$ cat config.mk
export PLATFORM = sky130hd
export DESIGN_NAME = led_blink_ctrl
export DESIGN_NICKNAME = d
export VERILOG_FILES = /design/src/rtl/led_pkg.sv /design/src/rtl/led_channel.sv /design/src/rtl/led_blink_ctrl.sv
export SDC_FILE = /design/constraint.sdc
export NUM_CORES = 1
export LEC_CHECK = 0
export ABC_AREA = 1
export CAP_MARGIN = 15
export CELL_PAD_IN_SITES_DETAIL_PLACEMENT = 2
export CELL_PAD_IN_SITES_GLOBAL_PLACEMENT = 2
export CORE_ASPECT_RATIO = 2
export CORE_MARGIN = 4
export CORE_UTILIZATION = 38
export DETAILED_ROUTE_END_ITERATION = 10
export PLACE_DENSITY = 0.87
export SLEW_MARGIN = 25
export SYNTH_ARGS = -nofsm -noshare
export SYNTH_HDL_FRONTEND = slang
export SYNTH_HIERARCHICAL = 1
export SYNTH_SLANG_ARGS = --single-unit
$ cat constraint.sdc
create_clock -name clk_i -period 5.6 [get_ports clk_i]
set_input_delay 0.56 -clock clk_i [delete_from_list [all_inputs] [get_ports clk_i]]
set_output_delay 0.56 -clock clk_i [all_outputs]
set_load 0.01 [all_outputs]
$ cat src/rtl/led_pkg.sv
// led_pkg: shared LED mode encoding for the led_blink_ctrl slice
package led_pkg;
  localparam int LED_MODE_W = 2;
  typedef enum logic [LED_MODE_W-1:0] {LED_OFF, LED_ON, LED_BLINK, LED_BREATHE} led_mode_e;
endpackage

$ cat src/rtl/led_channel.sv
// led_channel: one LED channel with blink phase, PWM compare and registered drive
// LED_BREATHE_EN adds the breathe ramp; without it mode 3 drives the LED off.
module led_channel
  import led_pkg::*;
#(
  parameter int PER_W = 16,
  parameter int PWM_W = 8
) (
  input  logic             clk_i,
  input  logic             rst_ni,
  input  logic             tick,
  input  logic [PWM_W-1:0] pwm_cnt,
  input  logic             we,
  input  led_mode_e        mode_w,
  input  logic [PER_W-1:0] period_w,
  input  logic [PWM_W-1:0] duty_w,
  output logic             led
);
  led_mode_e        mode;
  logic [PER_W-1:0] period, per_cnt, per_max;
  logic [PWM_W-1:0] duty, lvl;
  logic             phase, pwm_on, led_nxt;
  assign per_max = (period == '0) ? '0 : period - 1'b1;
  assign pwm_on  = (&lvl) | (pwm_cnt < lvl);
`ifdef LED_BREATHE_EN
  logic [PWM_W-1:0] ramp;
  logic             up;
  assign lvl = (mode == LED_BREATHE) ? ramp : duty;
  always_ff @(posedge clk_i) begin
    if (!rst_ni || we) begin
      ramp <= '0;
      up   <= 1'b1;
    end else if (tick && mode == LED_BREATHE) begin
      ramp <= up ? ramp + 1'b1 : ramp - 1'b1;
      if (up ? (ramp + 1'b1 == '1) : (ramp == PWM_W'(1))) up <= ~up;
    end
  end
  always_comb
    led_nxt = (mode == LED_ON)      ? pwm_on :
              (mode == LED_BLINK)   ? phase & pwm_on :
              (mode == LED_BREATHE) ? pwm_on : 1'b0;
`else
  assign lvl = duty;
  always_comb
    led_nxt = (mode == LED_ON)    ? pwm_on :
              (mode == LED_BLINK) ? phase & pwm_on : 1'b0;
`endif
  // a write restarts the blink cycle and swallows a coincident tick
  always_ff @(posedge clk_i) begin
    if (!rst_ni) begin
      mode    <= LED_OFF;
      period  <= PER_W'(1);
      duty    <= '1;
      per_cnt <= '0;
      phase   <= 1'b1;
      led     <= 1'b0;
    end else begin
      led <= led_nxt;
      if (we) begin
        mode    <= mode_w;
        period  <= period_w;
        duty    <= duty_w;
        per_cnt <= '0;
        phase   <= 1'b1;
      end else if (tick && mode == LED_BLINK) begin
        per_cnt <= (per_cnt == per_max) ? '0 : per_cnt + 1'b1;
        if (per_cnt == per_max) phase <= ~phase;
      end
    end
  end
endmodule

$ cat src/rtl/led_blink_ctrl.sv
// led_blink_ctrl: multi-channel LED driver with shared tick prescaler and PWM counter
// Define LED_BREATHE_EN to enable the breathe mode in every channel.
module led_blink_ctrl
  import led_pkg::*;
#(
  parameter int NCH     = 4,
  parameter int CLK_HZ  = 25_000_000,
  parameter int TICK_HZ = 1000,
  parameter int PER_W   = 16,
  parameter int PWM_W   = 8,
  localparam int CH_W   = (NCH > 1) ? $clog2(NCH) : 1
) (
  input  logic                  clk_i,
  input  logic                  rst_ni,
  input  logic                  cfg_we_i,
  input  logic [CH_W-1:0]       cfg_ch_i,
  input  logic [LED_MODE_W-1:0] cfg_mode_i,
  input  logic [PER_W-1:0]      cfg_period_i,
  input  logic [PWM_W-1:0]      cfg_duty_i,
  output logic                  tick_o,
  output logic [NCH-1:0]        led_o
);
  localparam int DIV   = CLK_HZ / TICK_HZ;
  localparam int PRE_W = (DIV > 1) ? $clog2(DIV) : 1;
  if (DIV < 2) begin : g_div_chk
    $error("led_blink_ctrl: CLK_HZ/TICK_HZ must be at least 2");
  end
  if (NCH < 1 || NCH > 16) begin : g_nch_chk
    $error("led_blink_ctrl: NCH must be 1..16");
  end
  logic [PRE_W-1:0] pre_cnt;
  logic [PWM_W-1:0] pwm_cnt;
  always_ff @(posedge clk_i) begin
    if (!rst_ni) begin
      pre_cnt <= '0;
      pwm_cnt <= '0;
      tick_o  <= 1'b0;
    end else begin
      tick_o  <= pre_cnt == PRE_W'(DIV - 1);
      pre_cnt <= (pre_cnt == PRE_W'(DIV - 1)) ? '0 : pre_cnt + 1'b1;
      pwm_cnt <= pwm_cnt + 1'b1;
    end
  end
  // channel indices >= NCH match no instance, so such writes fall away
  for (genvar c = 0; c < NCH; c++) begin : g_ch
    led_channel #(.PER_W(PER_W), .PWM_W(PWM_W)) u_ch (
      .clk_i    (clk_i),
      .rst_ni   (rst_ni),
      .tick     (tick_o),
      .pwm_cnt  (pwm_cnt),
      .we       (cfg_we_i && cfg_ch_i == CH_W'(c)),
      .mode_w   (led_mode_e'(cfg_mode_i)),
      .period_w (cfg_period_i),
      .duty_w   (cfg_duty_i),
      .led      (led_o[c])
    );
  end
endmodule

==> reports/qor.txt, run 1 <==
outcome - finished, final reports clean
Diodes inserted - 0
number of clock sinks seen by CTS - 200
area share of xor/xnor cells in the synthesized design - 3.07%
Starting Density - 38.4%
post-cts hold buffer count - 0
floorplan die height - 271 µm
placed cell area - 13800 µm²
Setup Total Neg Slack - 0 ps
Yosys warning total - 6
final routed wirelength across all metal layers - 52300 µm
final-stage net count - 2077
fraction of synthesized cell area taken by the top area cell type - 30.5%
total of endpoints with negative setup slack in the final report - 0
adder and majority cell fraction of the synthesized area - 3.72%
total die area - 37800 µm²
average footprint of a synthesized cell - 6.59 µm²
TritonCTS clock tree - done
via-per-instance ratio - 5.56
clock insertion delay at the later pin of the skew report - 480 ps
PortBufs - 35
post-layout min period - 2860 ps
Final Skew - 13.6 ps
number of design-rule violations left by the first detailed-router iteration - 406
crit share post-route - 51.1%
critical path endpoint category - flip-flop
fraction of final layout cells sized beyond drive strength 1 - 11.4%
Synth Register Bits - 200
synthesized-area fraction occupied by and/or/nand/nor cells - 40.0%
proportion of synthesized chip area in sequential cells - 30.5%
kind of critical path - reg2reg
power consumption - 3.58 mW
post-DR wirelength/cell - 21.3 µm
Slew Viols, Final - 0
number of global-route vias before repair - 15500
Layout fillers - 4268
type of the tightest min-delay check - reg2reg
register area - 4000 µm²
initial antenna violation count - 0
largest vdd supply drop - 239 µV
post-route worst setup slack - 2740 ps
fmax - 349 MHz
most area-consuming cells after synthesis - dfxtp_1 (30%), nand2_1 (12%), inv_1 (7.3%)
fraction of synthesized area in multiplexers - 0%
# placed instances - 2429
largest area contributor in the netlist - dfxtp_1
cell count after synthesis - 1992
area used by multi-input combinational logic - 7760 µm²
filler-free cell count of the finished design - 2461
number of buffers added by the clock tree synthesis step - 17
RSZ-0062 raised after global routing - no
detailed placer's ending HPWL - 38700 µm
Layout Area Growth over Synthesis - 9.76%
synth unique cells - 38
fraction of the mapped netlist area in compound gates - 12.1%
Root Driver - clkbuf_16
areal power density over the cells - 248 nW/µm²
buffers from clock root to sink, at most - 2
clock-pin slew of the registers on the worst-case setup and hold paths - 80 ps
Worst Path Required - 5960 ps
net count after synthesis - 2062
summed area of non-filler cells in the final layout - 14400 µm²
first-pass GRT wire length - 83500 µm
crit path DAT - 3220 ps
Max-slew headroom - 39.7%
cell area after synthesis - 13100 µm²
floorplan core area - 34200 µm²
final weighted congestion in routability-driven placement - 0.849
top fanout value on the critical path - 34
final antenna-violating net count - 0
buffers inserted by post-CTS timing repair - 0
count of boundary I/O pins - 36
residual DRC count - 0
overall overflow remaining after global route - 0
combinational family with the most area after synthesis - simple AND/OR/NAND/NOR gates
Global Route Usage Sum - 27.7%
Resized Gates After CTS - 0
number of hold violations in the final report - 0
# Max-Cap Violations - 0
Die W - 139 µm
Leakage Power - 6.71 nW
Startpoint Class - flip-flop
total number of vias - 13700
Row Count - 96
H-tree levels - 4
Worst Max-Slew Pin Slew - 903 ps
dpl ws - 2100 ps
Pre-antenna DRT Iters - 5
largest net degree at the start of global routing - 49
power breakdown:
group          leakage [nW]  switching (mW)  internal, mW
Clock                 0.296           0.650         0.716
Combinational          4.79           0.486         0.214
Sequential             1.63          0.0449          1.47
Total                  6.71            1.18          2.40
worst paths after layout:
path,from,end,slack [ps],cells after the start
max,g_ch[3].u_ch/period[0]$_SDFFE_PN1P_,g_ch[3].u_ch/per_cnt[15]$_SDFFE_PP0P_,2740,15
min,pre_cnt[0]$_SDFF_PP0_,pre_cnt[0]$_SDFF_PP0_,500,1
max reg2reg,g_ch[3].u_ch/period[0]$_SDFFE_PN1P_,g_ch[3].u_ch/per_cnt[15]$_SDFFE_PP0P_,2740,15
min reg2reg,pre_cnt[0]$_SDFF_PP0_,pre_cnt[0]$_SDFF_PP0_,500,1
worst max-delay path, stage by stage, from the launching register on:
cell and delay [ps]:
dfxtp_1 300, inv_1 200, ha_1 360, nand2_4 120, nor2_4 130, nand2_4 230
nand3_1 140, nand2_1 90, nor2_2 190, nand2_1 90, nor2_1 100, nand2_1 90
nor2_2 130, nand3_4 210, nand2_1 270, nor2_1 60
registers in the layout, indices dropped and copies added, names as in the netlist:
| name | flops |
|---|---|
| g_ch.u_ch/per_cnt | 64 |
| g_ch.u_ch/period | 64 |
| g_ch.u_ch/duty | 32 |
| pre_cnt | 15 |
| g_ch.u_ch/mode | 8 |
| pwm_cnt | 8 |
| g_ch.u_ch/led | 4 |
| g_ch.u_ch/phase | 4 |
| tick_o | 1 |
cells in the mapped netlist (all sizes together):
library cell and n:
and2 8, clkbuf 20, nor2 275, o211ai 4, nand4 84, nand2 479
inv 288, nor3 27, a22oi 4, nor3b 8, o21ai 138, o21a 8
xor2 44, buf 25, nand3b 4, clkinv 4, o21bai 2, nor4 12
a21oi 147, nand3 168, ha 39, dfxtp 200, xnor2 2, or2 2
area by class of cell:
cell class              instances  area share, %
repair buffers                 41           2.71
flip-flops and latches        200           27.8
clock buffers                  18           2.98
multi-input cells            1455           53.8
inverters                     292           7.60
clock inverters                14           1.28
well taps                     441           3.83
kinds of logic (layout without fill, tap and decap cells):
logic type | count (synthesis) | after routing
compound gates | 303 | 303
xor+xnor | 46 | 46
fa+ha+maj | 39 | 39
buf+inv | 337 | 365
flops | 200 | 200
simple gates | 1067 | 1067
layer usage:
metal  wire, µm  GRT usage, %
met3       1140          3.11
met5          0             0
met2      29400          55.1
met1      18300          26.0
met4       3530          17.6
cell usage in the layout, fill, tap and decap left out, drive strengths merged, types with 39 or more instances in the layout:
cell / synthesis / layout
a21oi: 147 / 147
nor2: 275 / 275
o21ai: 138 / 138
ha: 39 / 39
nand4: 84 / 84
dfxtp: 200 / 200
xor2: 44 / 44
nand2: 479 / 479
nand3: 168 / 168
inv: 288 / 294
per-stage QoR:
stage / hold WS [ps] / util, %
floorplan: 445 / -
global placement: 456 / 40.3
detailed placement: 479 / 40.3
CTS: 499 / 42.1
global route: 533 / 42.1
finish: 497 / 42.1
No activity file was read; power rests on OpenSTA's default activity.
==> inputs of run 2 (changes only) <==
- CORE_UTILIZATION: 38 -> 35
- PLACE_DENSITY: 0.87 -> 0.81
- clock period: 5.6 -> 3 ns (I/O delays scaled with it)
==> reports/qor.txt, run 2 (same netlist as run 1, synthesis figures left out) <==
total die area - 40900 µm² (was 37800 µm²)
areal power density over the cells - 456 nW/µm² (was 248 nW/µm²)
H-tree levels - 4 (unchanged)
most common cell after layout, fill and taps aside - nand2_1 (unchanged)
Starting Density - 35.3% (was 38.4%)
most used cells in the layout excluding fill and tap cells - nand2_1 (418), inv_1 (255), nor2_1 (219), dfxtp_1 (200), nand3_1 (148) (unchanged)
Final Skew - 20.6 ps (was 13.6 ps)
outcome - finished, final reports clean (unchanged)
Pre-antenna DRT Iters - 6 (was 5)
initial antenna violation count - 0 (unchanged)
placed cell area - 13900 µm² (was 13800 µm²)
number of design-rule violations left by the first detailed-router iteration - 321 (was 406)
number of hold violations in the final report - 0 (unchanged)
Startpoint Class - flip-flop (unchanged)
post-layout min period - 2750 ps (was 2860 ps)
# Max-Cap Violations - 0 (unchanged)
post-cts hold buffer count - 0 (unchanged)
final antenna-violating net count - 0 (unchanged)
via-per-instance ratio - 5.38 (was 5.56)
type of the tightest min-delay check - in2reg (was reg2reg)
largest net degree at the start of global routing - 70 (was 49)
floorplan die height - 282 µm (was 271 µm)
Critical Path Max Stage Delay - 370 ps (was 360 ps)
Worst Hold Depth - 3 (was 1)
largest vdd supply drop - 350 µV (was 239 µV)
logic depth of the worst register-to-register path - 15 (unchanged)
clock-pin slew of the registers on the worst-case setup and hold paths - 90 ps (was 80 ps)
Slew Viols, Final - 0 (unchanged)
post-DR wirelength/cell - 19.4 µm (was 21.3 µm)
Leakage Power - 6.78 nW (was 6.71 nW)
critical path endpoint category - flip-flop (unchanged)
count of boundary I/O pins - 36 (unchanged)
crit path DAT - 3120 ps (was 3220 ps)
RSZ-0062 raised after global routing - no (unchanged)
fraction of final layout cells sized beyond drive strength 1 - 12.0% (was 11.4%)
Root Driver - clkbuf_16 (unchanged)
Setup Total Neg Slack - 0 ps (unchanged)
cell family contributing the most delay on the critical path - simple AND/OR/NAND/NOR gates (unchanged)
final weighted congestion in routability-driven placement - 0.844 (was 0.849)
Max-slew headroom - 38.1% (was 39.7%)
number of buffers added by the clock tree synthesis step - 17 (unchanged)
kind of critical path - reg2reg (unchanged)
buffers from clock root to sink, at most - 2 (unchanged)
Worst Max-Slew Pin Slew - 927 ps (was 903 ps)
Worst path depth - 15 (unchanged)
floorplan core area - 37200 µm² (was 34200 µm²)
clock insertion delay at the later pin of the skew report - 470 ps (was 480 ps)
Diodes inserted - 0 (unchanged)
top fanout value on the critical path - 34 (unchanged)
number of clock sinks seen by CTS - 200 (unchanged)
first-pass GRT wire length - 77500 µm (was 83500 µm)
hold_ws - 276 ps (was 497 ps)
summed area of non-filler cells in the final layout - 14600 µm² (was 14400 µm²)
combined buffer and inverter count along the critical path - 1 (unchanged)
CP max stage cell - ha_1 (unchanged)
crit share post-route - 91.7% (was 51.1%)
power consumption - 6.63 mW (was 3.58 mW)
fmax - 363 MHz (was 349 MHz)
overall overflow remaining after global route - 0 (unchanged)
most repeated library cell on the critical path - nand2_1 (unchanged)
Layout Area Growth over Synthesis - 10.8% (was 9.76%)
final routed wirelength across all metal layers - 48300 µm (was 52300 µm)
largest registers - g_ch.u_ch/per_cnt x64, g_ch.u_ch/period x64, g_ch.u_ch/duty x32 (unchanged)
Row Count - 100 (was 96)
Die W - 145 µm (was 139 µm)
residual DRC count - 0 (unchanged)
PortBufs - 35 (unchanged)
sequence of cells on the critical path - inv_1, ha_1, nand2_4, nor2_4, nand2_4, nand3_1, nand2_1, nor2_2, nand2_1, nor2_1, nand2_1, nor2_2, nand3_4, nand2_1, nor2_1 (unchanged)
fin util - 39.2% (was 42.1%)
total of endpoints with negative setup slack in the final report - 0 (unchanged)
final-stage net count - 2089 (was 2077)
total number of vias - 13400 (was 13700)
number of global-route vias before repair - 14800 (was 15500)
Worst Path Required - 3370 ps (was 5960 ps)
TritonCTS clock tree - done (unchanged)
Global Route Usage Sum - 23.6% (was 27.7%)
detailed placer's ending HPWL - 38600 µm (was 38700 µm)
[run 2: worst paths after layout]
kind,startpoint,end,slack [ps]
hold reg to reg,pre_cnt[0]$_SDFF_PP0_,pre_cnt[0]$_SDFF_PP0_,500
setup reg to reg,g_ch[1].u_ch/period[0]$_SDFFE_PN1P_,g_ch[1].u_ch/per_cnt[15]$_SDFFE_PP0P_,250
hold / removal,rst_ni,g_ch[0].u_ch/mode[1]$_SDFFE_PN0P_,280
setup / recovery,g_ch[1].u_ch/period[0]$_SDFFE_PN1P_,g_ch[1].u_ch/per_cnt[15]$_SDFFE_PP0P_,250
[run 2: timing repair]
item,CTS,global route
hold endpoints to repair,0,0
setup endpoints to repair,0,2
resized for setup,0,1
buffers inserted,0,0
[run 2: worst min-delay path, cell delays in order]
cell and delay [ps]:
buf_2 230, o21ai_0 130, nor2_1 50
[run 2: metrics by stage]
step	std cells	setup slack, ps
finish	2491	249
global route	2491	10.8
CTS	2491	187
detailed placement	2459	205
global placement	2459	294
floorplan	1992	967
[run 2: layout make-up]
type	count	area, µm²
fill	4569	22600
multi-input combinational	1455	7750
sequential	200	4000
inverter	292	1100
tap	459	574
timing repair buffer	53	480
clock buffer	17	425
clock inverter	15	215
[run 2: per-layer routing]
metal	vias up	wire [µm]	GRT usage [%]	share of wire [%]
li1	6489	-	-	-
met4	0	1640	9.00	3.4
met1	6670	17700	22.9	37
met2	151	28200	49.9	58
met5	-	0	0	0
met3	85	733	2.49	1.5
[run 2: where the power goes]
| group | switching, mW | leakage, nW | internal (mW) |
|---|---|---|---|
| clock | 1.32 | 0.310 | 1.23 |
| sequential | 0.0803 | 1.63 | 2.73 |
| combinational | 0.863 | 4.85 | 0.404 |
==> inputs of run 3 (changes only) <==
- ABC_AREA: 1 -> not set
- ABC_CLOCK_PERIOD_IN_PS: not set -> 3000
- CORE_UTILIZATION: 35 -> 39
- PLACE_DENSITY: 0.81 -> 0.82
==> reports/qor.txt, run 3 <==
outcome - finished with violations (was finished, final reports clean)
violated checks - setup timing
fin util - 48.6% (was 39.2%)
crit share post-route - 119% (was 91.7%)
average footprint of a synthesized cell - 8.36 µm² (was 6.59 µm²)
clock-pin slew of the registers on the worst-case setup and hold paths - 90 ps (about the same)
final routed wirelength across all metal layers - 69800 µm (was 48300 µm)
Pre-antenna DRT Iters - 8 (was 6)
crit path DAT - 3910 ps (was 3120 ps)
clock insertion delay at the later pin of the skew report - 500 ps (was 470 ps)
combinational family with the most area after synthesis - simple AND/OR/NAND/NOR gates (unchanged)
hold_ws - 285 ps (was 276 ps)
Worst Hold Depth - 2 (was 3)
cell area after synthesis - 12400 µm² (was 13100 µm²)
final-stage net count - 1641 (was 2089)
residual DRC count - 0 (unchanged)
largest registers - g_ch.u_ch/per_cnt x64, g_ch.u_ch/period x64, g_ch.u_ch/duty x32 (unchanged)
dpl ws - -116 ps (was 205 ps)
largest net degree at the start of global routing - 52 (was 70)
Critical Path Max Stage Delay - 500 ps (was 370 ps)
RSZ-0062 raised after global routing - yes (was no)
number of buffers added by the clock tree synthesis step - 17 (unchanged)
fmax - 280 MHz (was 363 MHz)
critical path endpoint category - flip-flop (unchanged)
number of design-rule violations left by the first detailed-router iteration - 1216 (was 321)
most common cell after layout, fill and taps aside - dfxtp_1 (was nand2_1)
Root Driver - clkbuf_16 (unchanged)
floorplan core area - 31400 µm² (was 37200 µm²)
initial antenna violation count - 3 (was 0)
Die W - 134 µm (was 145 µm)
Yosys warning total - 6 (unchanged)
cell count after synthesis - 1482 (was 1992)
post-layout min period - 3570 ps (was 2750 ps)
most common cell in the synthesized netlist - dfxtp_1 (was nand2_1)
TritonCTS clock tree - done (unchanged)
count of boundary I/O pins - 36 (unchanged)
logic depth of the worst register-to-register path - 13 (was 15)
Layout fillers - 3227 (was 4569)
Setup Total Neg Slack - -14910 ps (was 0 ps)
number of global-route vias before repair - 14300 (was 14800)
overall overflow remaining after global route - 0 (unchanged)
fraction of final layout cells sized beyond drive strength 1 - 22.2% (was 12.0%)
number of enable-type register cells in the synthesized netlist - 0 (unchanged)
type of the tightest min-delay check - in2reg (unchanged)
kind of critical path - reg2reg (unchanged)
Leakage Power - 5.97 nW (was 6.78 nW)
floorplan die height - 260 µm (was 282 µm)
final antenna-violating net count - 0 (unchanged)
total of endpoints with negative setup slack in the final report - 67 (was 0)
most repeated library cell on the critical path - buf_4 (was nand2_1)
total die area - 34800 µm² (was 40900 µm²)
Global Route Usage Sum - 33.1% (was 23.6%)
net count after synthesis - 1552 (was 2062)
Worst Max-Slew Pin Slew - 1050 ps (was 927 ps)
# Max-Cap Violations - 0 (unchanged)
number of hold violations in the final report - 0 (unchanged)
area share of xor/xnor cells in the synthesized design - 9.02% (was 3.07%)
largest vdd supply drop - 514 µV (was 350 µV)
most used cells in the layout excluding fill and tap cells - dfxtp_1 (192), buf_4 (135), nor2_1 (122), nand2_1 (121), nor2b_1 (91) (was nand2_1 (418), inv_1 (255), nor2_1 (219), dfxtp_1 (200), nand3_1 (148))
power consumption - 6.74 mW (was 6.63 mW)
Slew Viols, Final - 0 (unchanged)
detailed placer's ending HPWL - 35000 µm (was 38600 µm)
H-tree levels - 4 (unchanged)
number of clock sinks seen by CTS - 200 (unchanged)
total number of vias - 13400 (about the same)
Starting Density - 39.4% (was 35.3%)
synthesized-area fraction occupied by and/or/nand/nor cells - 28.1% (was 40.0%)
Top FF cell, synth - dfxtp_1 (unchanged)
fraction of the mapped netlist area in compound gates - 12.7% (was 12.1%)
synth unique cells - 67 (was 38)
# placed instances - 1946 (was 2459)
top fanout value on the critical path - 7 (was 34)
areal power density over the cells - 442 nW/µm² (was 456 nW/µm²)
adder and majority cell fraction of the synthesized area - 3.94% (was 3.72%)
Row Count - 92 (was 100)
fraction of synthesized cell area taken by the top area cell type - 32.3% (was 30.5%)
Worst Path Required - 3340 ps (was 3370 ps)
first-pass GRT wire length - 88000 µm (was 77500 µm)
Layout Area Growth over Synthesis - 23.2% (was 10.8%)
Synth Register Bits - 200 (unchanged)
CP max stage cell - or4b_4 (was ha_1)
PortBufs - 35 (unchanged)
Startpoint Class - flip-flop (unchanged)
fraction of synthesized area in multiplexers - 8.00% (was 0%)
register-to-register setup slack - -570 ps (was 250 ps)
post-DR wirelength/cell - 34.7 µm (was 19.4 µm)
most area-consuming cells after synthesis - dfxtp_1 (32%), mux2i_1 (6.8%), nor2_1 (4.7%) (was dfxtp_1 (30%), nand2_1 (12%), inv_1 (7.3%))
via-per-instance ratio - 6.68 (was 5.38)
largest area contributor in the netlist - dfxtp_1 (unchanged)
top post-synthesis cells by count - dfxtp_1 (200), nor2_1 (156), nand2_1 (121) (was nand2_1 (418), inv_1 (255), nor2_1 (219))
filler-free cell count of the finished design - 2010 (was 2491)
share of async-settable or async-resettable flops after synthesis - 0% (unchanged)
proportion of synthesized chip area in sequential cells - 32.3% (was 30.5%)
buffers from clock root to sink, at most - 2 (unchanged)
post-route worst setup slack - -571 ps (was 249 ps)
Final Skew - 18.3 ps (was 20.6 ps)
summed area of non-filler cells in the final layout - 15300 µm² (was 14600 µm²)
Max-slew headroom - 29.7% (was 38.1%)
final weighted congestion in routability-driven placement - 0.881 (was 0.844)
placed cell area - 13700 µm² (was 13900 µm²)
sequence of cells on the critical path - inv_2, ha_4, or4b_4, buf_4, nor4_2, buf_4, xnor3_2, nand4b_1, a32oi_1, buf_4, o21ai_0, nor3b_2, o22ai_1 (was inv_1, ha_1, nand2_4, nor2_4, nand2_4, nand3_1, nand2_1, nor2_2, nand2_1, nor2_1, nand2_1, nor2_2, nand3_4, nand2_1, nor2_1)
run 3: worst paths after layout:
| check | endpoint | start |
|---|---|---|
| worst max register to register | g_ch[2].u_ch/per_cnt[1]$_SDFFE_PP0P_ | g_ch[2].u_ch/period[0]$_SDFFE_PN1P_ |
| worst max-delay path | g_ch[2].u_ch/per_cnt[1]$_SDFFE_PP0P_ | g_ch[2].u_ch/period[0]$_SDFFE_PN1P_ |
| worst min register to register | pre_cnt[0]$_SDFF_PP0_ | pre_cnt[0]$_SDFF_PP0_ |
| worst min-delay path | g_ch[1].u_ch/duty[0]$_SDFFE_PN1P_ | rst_ni |
run 3: cell families (layout without fill, tap and decap cells):
family / count (synthesis) / in the layout
simple gates: 655 / 657
compound gates: 204 / 204
flops: 200 / 200
buf+inv: 173 / 273
xor+xnor: 115 / 115
mux: 96 / 96
fa+ha+maj: 39 / 39
other cells: 0 / 3
run 3: final cells by class:
cell class / instances / area (µm²) / area share (%)
repair buffers: 181 / 1530 / 10.0
well taps: 423 / 529 / 3.47
clock inverters: 13 / 135 / 0.886
inverters: 60 / 225 / 1.48
diodes: 3 / 7.51 / 0.0492
clock buffers: 19 / 453 / 2.97
multi-input cells: 1111 / 8370 / 54.8
flip-flops and latches: 200 / 4010 / 26.3
run 3: what timing repair did:
item / CTS / global route
pin swaps: 31 / 46
endpoints found under the hold margin: 0 / 0
setup buffers: 18 / 8
setup endpoints to repair: 68 / 68
hold buffers: 0 / 0
resized for setup: 51 / 99
gates cloned: 2 / 1
run 3: critical path, delay by kind of cell (launching register included):
family | cells | cell delay [ps]
adder cells (fa/ha/maj) | 1 | 150
AO/OA/AOI/OAI | 3 | 630
XOR/XNOR | 1 | 210
buffers and inverters | 4 | 730
flip-flops | 1 | 360
AND/OR/NAND/NOR | 4 | 1320
run 3: report_power, final:
part	total, mW	internal (mW)	switching [mW]
registers	2.79	2.72	0.0734
clock network	2.51	1.22	1.29
logic	1.44	0.566	0.870
run 3: layer usage:
layer	vias to the layer above	global-route usage, %	wire [µm]
met4	2	25.5	7630
met5	-	0	13
met3	499	6.70	4650
met1	6669	31.6	22800
li1	5384	-	-
met2	865	61.0	34700
